===== src/rtl/mp_pkg.sv =====
// Shared bus-side definitions for the memory responder: state encoding and default widths.
package mp_pkg;

  localparam int unsigned DATA_W_DEF = 8;
  localparam int unsigned ADDR_W_DEF = 8;

  localparam logic [1:0] ST_IDLE   = 2'd0;
  localparam logic [1:0] ST_WAIT   = 2'd1;
  localparam logic [1:0] ST_ACCESS = 2'd2;
  localparam logic [1:0] ST_RESP   = 2'd3;

endpackage


===== src/rtl/mem_array.sv =====
// Single-port DEPTH x DATA_W storage with synchronous write and a registered, clearable read port.
module mem_array #(
  parameter int unsigned DATA_W = 8,
  parameter int unsigned DEPTH  = 200,
  parameter int unsigned IDX_W  = 8
) (
  input  logic              clk,
  input  logic              rd_clr,
  input  logic              rd_en,
  input  logic              wr_en,
  input  logic [IDX_W-1:0]  idx,
  input  logic [DATA_W-1:0] wdata,
  output logic [DATA_W-1:0] rdata
);

  logic [DATA_W-1:0] mem_q [DEPTH];
  logic [DATA_W-1:0] rdata_d, rdata_q;

  // Contents are never reset; only the read register clears.
  always_ff @(posedge clk) begin
    if (wr_en) mem_q[idx] <= wdata;
  end

  always_comb begin
    rdata_d = rdata_q;
    if (rd_clr)     rdata_d = '0;
    else if (rd_en) rdata_d = mem_q[idx];
  end

  always_ff @(posedge clk) begin
    rdata_q <= rdata_d;
  end

  assign rdata = rdata_q;

endmodule


===== src/rtl/mem_responder.sv =====
// Request/response memory slave: accepts one access at a time, inserts WAIT_CYC wait states,
// then holds the response until the initiator acknowledges it.
module mem_responder
  import mp_pkg::*;
#(
  parameter int unsigned DATA_W   = DATA_W_DEF,
  parameter int unsigned ADDR_W   = ADDR_W_DEF,
  parameter int unsigned DEPTH    = 200,
  parameter int unsigned WAIT_CYC = 2
) (
  input  logic              clk,
  input  logic              reset,
  input  logic              req,
  input  logic              we,
  input  logic [ADDR_W-1:0] addr,
  input  logic [DATA_W-1:0] wdata,
  output logic              req_rdy,
  output logic              rsp_vld,
  output logic [DATA_W-1:0] rdata,
  output logic              err,
  input  logic              rsp_ack
);

  localparam int unsigned IDX_W = (DEPTH > 1) ? $clog2(DEPTH) : 1;
  localparam int unsigned CNT_W = (WAIT_CYC > 1) ? $clog2(WAIT_CYC) : 1;

  logic [1:0]        state_d, state_q;
  logic [CNT_W-1:0]  cnt_d, cnt_q;
  logic              we_d, we_q;
  logic [ADDR_W-1:0] addr_d, addr_q;
  logic [DATA_W-1:0] wdata_d, wdata_q;
  logic              err_d, err_q;
  logic              req_rdy_d, req_rdy_q;
  logic              rsp_vld_d, rsp_vld_q;
  logic              in_range;
  logic              mem_wr_en, mem_rd_en, mem_rd_clr;

  // Extra bit keeps the compare correct when DEPTH == 2**ADDR_W.
  assign in_range = ({1'b0, addr_q} < (ADDR_W+1)'(DEPTH));

  always_comb begin
    state_d    = state_q;
    cnt_d      = cnt_q;
    we_d       = we_q;
    addr_d     = addr_q;
    wdata_d    = wdata_q;
    err_d      = err_q;
    mem_wr_en  = 1'b0;
    mem_rd_en  = 1'b0;
    mem_rd_clr = 1'b0;
    case (state_q)
      ST_IDLE: begin
        if (req) begin
          we_d    = we;
          addr_d  = addr;
          wdata_d = wdata;
          if (WAIT_CYC == 0) begin
            state_d = ST_ACCESS;
          end else begin
            state_d = ST_WAIT;
            cnt_d   = CNT_W'(WAIT_CYC - 1);
          end
        end
      end
      ST_WAIT: begin
        if (cnt_q == '0) state_d = ST_ACCESS;
        else             cnt_d   = cnt_q - CNT_W'(1);
      end
      ST_ACCESS: begin
        state_d    = ST_RESP;
        err_d      = !in_range;
        mem_wr_en  = we_q && in_range;
        mem_rd_en  = !we_q && in_range;
        mem_rd_clr = we_q || !in_range;
      end
      ST_RESP: begin
        if (rsp_ack) state_d = ST_IDLE;
      end
      default: state_d = ST_IDLE;
    endcase
    // Reset wins: an ACCESS cycle hit by reset must not commit its write.
    if (reset) begin
      mem_wr_en  = 1'b0;
      mem_rd_en  = 1'b0;
      mem_rd_clr = 1'b1;
    end
    req_rdy_d = (state_d == ST_IDLE);
    rsp_vld_d = (state_d == ST_RESP);
  end

  always_ff @(posedge clk) begin
    if (reset) begin
      state_q   <= ST_IDLE;
      cnt_q     <= '0;
      err_q     <= 1'b0;
      req_rdy_q <= 1'b1;
      rsp_vld_q <= 1'b0;
    end else begin
      state_q   <= state_d;
      cnt_q     <= cnt_d;
      err_q     <= err_d;
      req_rdy_q <= req_rdy_d;
      rsp_vld_q <= rsp_vld_d;
    end
  end

  always_ff @(posedge clk) begin
    we_q    <= we_d;
    addr_q  <= addr_d;
    wdata_q <= wdata_d;
  end

  mem_array #(
    .DATA_W (DATA_W),
    .DEPTH  (DEPTH),
    .IDX_W  (IDX_W)
  ) u_mem (
    .clk    (clk),
    .rd_clr (mem_rd_clr),
    .rd_en  (mem_rd_en),
    .wr_en  (mem_wr_en),
    .idx    (addr_q[IDX_W-1:0]),
    .wdata  (wdata_q),
    .rdata  (rdata)
  );

  assign req_rdy = req_rdy_q;
  assign rsp_vld = rsp_vld_q;
  assign err     = err_q;

endmodule


===== config.mk =====
export PLATFORM = sky130hd
export DESIGN_NAME = mem_responder
export DESIGN_NICKNAME = d
export VERILOG_FILES = /design/src/rtl/mp_pkg.sv /design/src/rtl/mem_array.sv /design/src/rtl/mem_responder.sv
export SDC_FILE = /design/constraint.sdc
export NUM_CORES = 1
export LEC_CHECK = 0
export ABC_AREA = 0
export CAP_MARGIN = 10
export CORE_AREA = 2 2 273 478
export DETAILED_ROUTE_END_ITERATION = 10
export DIE_AREA = 0 0 275 480
export SKIP_LAST_GASP = 1
export SYNTH_ARGS = -nofsm -noshare
export SYNTH_HDL_FRONTEND = slang
export SYNTH_SLANG_ARGS = --single-unit

===== constraint.sdc =====
create_clock -name clk -period 4.7 [get_ports clk]
set_clock_uncertainty 0.15 [all_clocks]
set_input_delay 0.705 -clock clk [delete_from_list [all_inputs] [get_ports clk]]
set_output_delay 0.705 -clock clk [all_outputs]
set_load 0.05 [all_outputs]

== Word-level counts from Yosys, hierarchy flattened ==
Memories as Yosys holds them, arrays and structs flattened. A register that Yosys moved wholly into a read port is not among the register bits.
Index checks and enable logic that the tools add are counted.
W data, S select, Z words.

* Add/subtract/negate cells: 1
* Multipliers: 0
* Divide/modulo/power cells: 0
* $lt $le $gt $ge: 1
* Eq/ne operators: 5
* Shift-type cells: 0
* Muxes and demuxes: 15
* Bitwise logic cells: 0
* Reductions and logical operators: 10

{| class="wikitable"
|+ Operators by type and width
! operator !! number
|-
| $mux W1 || 10
|-
| $lt A8 B8 Y1 const B || 1
|-
| $pmux W2 S4 || 1
|-
| $eq A2 B2 Y1 const B || 3
|-
| $mux W2 || 3
|-
| $logic_not A2 Y1 || 2
|-
| $reduce_and A2 Y1 || 2
|-
| $eq A2 B1 Y1 const B || 1
|-
| $logic_and A1 B1 Y1 || 2
|-
| $logic_not A1 Y1 || 2
|-
| $ne A2 B2 Y1 const B || 1
|-
| $pmux W1 S2 || 1
|-
| $reduce_bool A2 Y1 || 1
|-
| $logic_or A1 B1 Y1 || 1
|-
| $sub A1 B1 Y1 const B || 1
|}

* Flip-flop bits (word level): 23
* Bits in latches: 0
* RAM bits: 1,600
* ROM bits: 0
* Input bits: 21
* Output and inout port bits: 11
* Memories: 1

{| class="wikitable"
|+ Memory list
! memory !! words !! width !! read ports !! clocked after memory_dff !! wr ports !! RTL line !! RTL
|-
| u_mem.mem_q || 200 || 8 || 1 || 1 || 1 || mem_array.sv:16 || <nowiki>logic [DATA_W-1:0] mem_q [DEPTH];</nowiki>
|}

== Logic depth before layout (Yosys ltp) ==
* Depth in word-level cells: 6
* Depth in mapped cells: 12

== Hierarchy ==
A second synthesis with hierarchy kept.

* Cells, all modules: 3,021
* Area, all modules: 63,228.1 sq um

{| class="wikitable"
|+ Modules (own cells, without submodules)
! module !! times used !! cells each !! area an instance (sq um) !! sequential area each (sq um)
|-
| mem_array || 1 || 2,972 || 62,412.4 || 48,206.2
|-
| mem_responder || 1 || 49 || 815.8 || 630.6
|}

== Worst setup path after synthesis ==
OpenSTA, ideal clock, no wires.

* Kind: reg2reg
* From: register wdata_q[0]
* To: memory u_mem.mem_q[0][0] (data pin)
* Setup time: 0.682 ns
* Arrival: 2.587 ns
* Required time: 3.868 ns
* Slack: 1.280 ns
* Stages on the path, launching flop included: 1
* Path buffers: 0
* Cells stage by stage: edfxtp_1

{| class="wikitable"
|+ RTL lines
! element !! RTL line !! RTL
|-
| from (decl) || mem_responder.sv:31 || <nowiki>logic [DATA_W-1:0] wdata_d, wdata_q;</nowiki>
|-
| from (signal assigned) || mem_responder.sv:110 || <nowiki>wdata_q <= wdata_d;</nowiki>
|-
| to (decl) || mem_array.sv:16 ||
|}

No word-level cell before the write port.

== Final worst setup path ==
* From: register addr_q[0]
* To: register u_mem.rdata_q[4] (netlist: u_mem.rdata[4]), read port of u_mem.mem_q

* Longest elaborated chain between the ends: 5
* Elaborated cells between the ends (all ways): 8

{| class="wikitable"
|+ RTL lines
! element !! RTL line !! RTL
|-
| from (decl) || mem_responder.sv:30 || <nowiki>logic [ADDR_W-1:0] addr_d, addr_q;</nowiki>
|-
| from (signal assigned) || mem_responder.sv:109 || <nowiki>addr_q <= addr_d;</nowiki>
|-
| $lt A8 B8 Y1 || mem_responder.sv:39 || <nowiki>assign in_range = ({1'b0, addr_q} < (ADDR_W+1)'(DEPTH));</nowiki>
|-
| $logic_not A1 Y1 || mem_responder.sv:74 || <nowiki>mem_rd_clr = we_q || !in_range;</nowiki>
|-
| $logic_or A1 B1 Y1 || mem_responder.sv:74 ||
|-
| $mux W1 || mem_responder.sv:51 || <nowiki>case (state_q)</nowiki>
|-
| $mux W1 || mem_responder.sv:82 || <nowiki>if (reset) begin</nowiki>
|-
| to (decl) || mem_array.sv:17 || <nowiki>logic [DATA_W-1:0] rdata_d, rdata_q;</nowiki>
|}

Several ways; a longest one is shown, not always the timed one.
A chain may end at the register's enable or synchronous reset.

==> results.md <==
Floorplanning:
- The floorplan step defined a core boundary enclosing 128,000 µm².
- The floorplan die area is around 130,000 µm².
- The number of cell rows is ~170.
- In this run the horizontal extent of the chip is roughly 280 µm.
- The overall die height is around 480 µm.
- The number of primary I/O pins is 32.
- The initial core utilization is roughly half.

STA:
- The sum of negative setup slack is 0 ns.
- The final cycle utilization of the critical path is roughly 90%.
- In this run the tightest slew margin relative to its limit is about a fifth.
- At the pin with the least slew margin, the transition time is around 1.2 ns.
- The number of endpoints with negative hold slack in the final report is 0.
- Derived from the worst setup path, the maximum achievable clock frequency is 236.0 MHz.
- Setup violations remaining at the end of the flow were counted as 0.
- The clock period minus final worst setup slack is about 4.2 ns.
- The number of max-slew violations in the final report is 0.
- Hold timing on the final database bottoms out at a slack of roughly 0.34 ns.
- Setup repair after global routing left no endpoint under its margin.

Logic synthesis:
- The flip-flop and latch count after synthesis is between 1,500 and 2,000.
- The number of nets handed over by synthesis was around 3,200.
- A synthesized cell averages between 15 and 20 µm².
- For this run, the number of Yosys warnings is 0.
- The proportion of netlist area held by the largest area contributor is 76.22%.
- After synthesis the cells add up to approximately 64,000 µm².
- The largest total area in the synthesized netlist belongs to sky130_fd_sc_hd__edfxtp_1.
- The dominant synthesized flop cell is sky130_fd_sc_hd__edfxtp_1.
- The number of cells produced by synthesis is roughly 3,200.
- Ranked by total cell area, the synthesized netlist is headed by sky130_fd_sc_hd__edfxtp_1 76%, sky130_fd_sc_hd__mux4_2 9.7%, sky130_fd_sc_hd__mux2i_1 4.7%.
- The netlist uses 62 different library cells.
- The commonest cells after synthesis are 1,617 x sky130_fd_sc_hd__edfxtp_1, 297 x sky130_fd_sc_hd__mux2i_1, 274 x sky130_fd_sc_hd__mux4_2, 257 x sky130_fd_sc_hd__nor2_1, 102 x sky130_fd_sc_hd__nand2_1.
- Of all flip-flops after synthesis, the portion carrying an async set or reset was 0%.
- The most common cell in the synthesized netlist is sky130_fd_sc_hd__edfxtp_1.
- Summing the sequential cell areas from Yosys gives between 70% and 80% of the chip area.
- The synthesized design contains 1,617 enable-type register cells.

Setup path:
- The register-to-register path setup slack is roughly 0.46 ns.
- On the critical path, the stage with the largest delay is an instance of sky130_fd_sc_hd__a221oi_1.
- The worst register-to-register path ends at u_mem.rdata[4].
- The startpoint identified for the worst register-to-register timing path is addr_q[0].
- The worst setup path is launched from a register.
- On the worst path, the slowest cell contributes a delay of 0.68 ns.
- The worst-path maximum fanout is 66.
- The count of cells along the worst register-to-register path is 11.
- The signal on the critical path passes through buf_12 > buf_12 > buf_4 > mux2i_1 > o22ai_1 > nor4_1 > buf_4 > and3_1 > nand2_1 > a221oi_1 > a311oi_1.
- Data arrives at the worst endpoint at roughly 4.7 ns.
- For the worst setup path, the data required time is approximately 5.2 ns.
- The worst setup path is of the register to register kind.
- The sort of element at the end of the critical path is a register.

GRT:
- Global routing consumed, over all layers together, a little over a quarter of the routing resources.
- The number of antenna violations at the first check in global routing came to 3.
- Entering global routing, the biggest net connects ~160 pins.
- The via count of the first global-routing pass is roughly 34,000.
- The global-route wire length before repair is approximately 240 mm.
- The aggregate global routing overflow is 0.

Route:
- The routed via count is about 32,000.
- The via density per instance is between 6 and 7.
- The detail route stage leaves a number of antenna-violating nets equal to 0.
- The number of search-and-repair iterations in the first detailed-routing pass is 8.
- The routed design has approximately 170 mm of wire.
- The DRC violation count after routing is 0.
- Dividing the detail-routed wire length by the instance count gives between 30 and 40 µm.
- The DRC violation total after the first TritonRoute iteration is 3,639.

Hold path:
- The capture endpoint of the worst hold path is addr_q[1].
- The startpoint identified for the worst hold timing path is addr[1].
- Counting instances, the worst hold path has a depth of 1.
- The classification of the worst-slack hold path is input port to register.

Clock network:
- After clock tree synthesis, the flow added hold-fix buffers numbering 0.
- The H-tree was split into 4 levels.
- After clock tree synthesis, the clock-pin slew on the worst setup and hold paths is 0.07 ns.
- The number of buffers created by CTS is approximately 140.
- TritonCTS built the clock tree.
- Post-CTS repair changed the size of 0 cells.
- Clock tree synthesis selected as its root buffer the cell sky130_fd_sc_hd__clkbuf_16.
- The number of buffers on the longest clock path is 3.
- The clock insertion delay at the later pin of the skew report is around 0.8 ns.
- CTS saw between 1,500 and 2,000 sinks.
- The total setup buffers inserted after CTS is 0.

Pwr:
- IR analysis of the VDD net gives a maximum drop of roughly 0.35 mV.
- In this run the power density over the cells is 425.8 nW/µm².
- Summed over all cells, the static leakage comes to about 23 nW.

Placement:
- The global placer's final weighted congestion is 0.9346.
- During placement, the flow inserted port buffers numbering 31.
- The sum of net half-perimeters after detailed placement is about 110 mm.

Cells and area:
- The area growth from synthesis to layout is 11.90%.
- The layout cell share with drive strength beyond 1 is a little over 20%.
- The number of fill cells in the layout is 9,600.
- Cells fill a little under three fifths of the core in the end.
- The final net count is around 3,400.

Outcome:
- The flow ran to the end, and the final reports show no timing, DRC or antenna violations.

Run:
- Across the run, the number of max-cap violations was 0.
==> where the power goes <==
group	switching, mW	internal [mW]	leakage [nW]	total (mW)
clock	5.19	6.52	2.27	11.7
combinational	1.61	0.810	5.89	2.42
sequential	0.0563	16.2	14.7	16.2
==> metal layers <==
layer  share of wire, %  wire (µm)  global-route usage, %  up-vias
met5                  0          0                      0        -
li1                   -          -                      -    13500
met4                5.3       9063                  12.29        0
met3                5.9      10110                  4.319      377
met2                 54      92770                  47.50     1395
met1                 35      59450                  29.76    17070
==> kinds of logic after synthesis <==
group	Yosys count	share of synthesized area (%)
muxes	571	14.35
AOI/OAI and AO/OA	316	3.472
DFF	1631	76.66
and+or+nand+nor	482	3.329
buffers and inverters	200	2.184
==> cell usage in the layout (no fill, tap or decap), types with 13 or more instances in the layout <==
cell | Yosys | final
sky130_fd_sc_hd__a221oi_1 | 36 | 36
sky130_fd_sc_hd__o22ai_1 | 86 | 86
sky130_fd_sc_hd__mux4_2 | 274 | 274
sky130_fd_sc_hd__clkdlybuf4s50_1 | 0 | 31
sky130_fd_sc_hd__a21oi_1 | 33 | 33
sky130_fd_sc_hd__buf_4 | 26 | 189
sky130_fd_sc_hd__clkinv_2 | 0 | 28
sky130_fd_sc_hd__clkinv_1 | 0 | 23
sky130_fd_sc_hd__nand3_1 | 33 | 33
sky130_fd_sc_hd__nand2_1 | 102 | 102
sky130_fd_sc_hd__buf_12 | 8 | 24
sky130_fd_sc_hd__a22oi_1 | 49 | 49
sky130_fd_sc_hd__edfxtp_1 | 1617 | 1617
sky130_fd_sc_hd__clkbuf_16 | 0 | 149
sky130_fd_sc_hd__nor2_1 | 257 | 256
sky130_fd_sc_hd__o21ai_0 | 31 | 31
sky130_fd_sc_hd__nor4_1 | 16 | 15
sky130_fd_sc_hd__dfxtp_1 | 14 | 14
sky130_fd_sc_hd__mux2i_1 | 297 | 297
sky130_fd_sc_hd__a31oi_1 | 13 | 13
sky130_fd_sc_hd__clkbuf_1 | 60 | 21
==> sequential cells by signal, indices dropped and copies added, names as in the netlist <==
signal	flops
u_mem.mem_q	1600
u_mem.rdata	8
state_q	2
cnt_q	1
addr_q	8
we_q	1
rsp_vld	1
err	1
wdata_q	8
req_rdy	1
==> layout make-up <==
type | instances | area (µm²) | share of cell area (%)
inverter | 5 | 18.77 | 0.02633
clock buffer | 177 | 3904 | 5.476
antenna | 4 | 10.01 | 0.01404
timing repair buffer | 244 | 2210 | 3.100
tap | 1672 | 2092 | 2.935
multi-input combinational | 1369 | 13500 | 18.94
sequential | 1631 | 48840 | 68.51
clock inverter | 79 | 713.2 | 1.000
==> metrics by stage <==
| stage | instances | power (mW) | area, µm² | worst slack (ns) |
|---|---|---|---|---|
| 3_5_place_dp | 4921 | 18.95 | 66660 | 0.4396 |
| 5_1_grt | 5180 | 31.10 | 71280 | 0.4005 |
| 4_1_cts | 5177 | 30.50 | 71270 | 0.4017 |
| 2_1_floorplan | 3200 | 18.02 | 63700 | 1.280 |
| 6_report | 5181 | 30.35 | 71280 | 0.4627 |
| 3_3_place_gp | 4921 | 18.91 | 66650 | -0.04422 |
==> how the worst max path moves through the flow <==
stage / from / slack, ns / end / cells past startpoint
6_report: addr_q[0] / 0.46 / u_mem.rdata[4] / 11
5_1_grt: addr_q[0] / 0.40 / u_mem.rdata[5] / 11
4_1_cts: addr_q[0] / 0.40 / u_mem.rdata[2] / 10
3_5_place_dp: addr_q[0] / 0.44 / u_mem.rdata[5] / 11
3_3_place_gp: addr_q[0] / -0.04 / u_mem.rdata[2] / 10
2_1_floorplan: wdata_q[0] / 1.28 / u_mem.mem_q[0][0] / 0
==> worst max-delay path, delay by kind of cell (launching register included) <==
family / cells / cell delay [ns]
DFF: 1 / 0.56
AOI/OAI and AO/OA: 3 / 1.00
and+or+nand+nor: 3 / 0.84
muxes: 1 / 0.29
buffers and inverters: 4 / 1.18
Power figures use the tool's default switching activity.
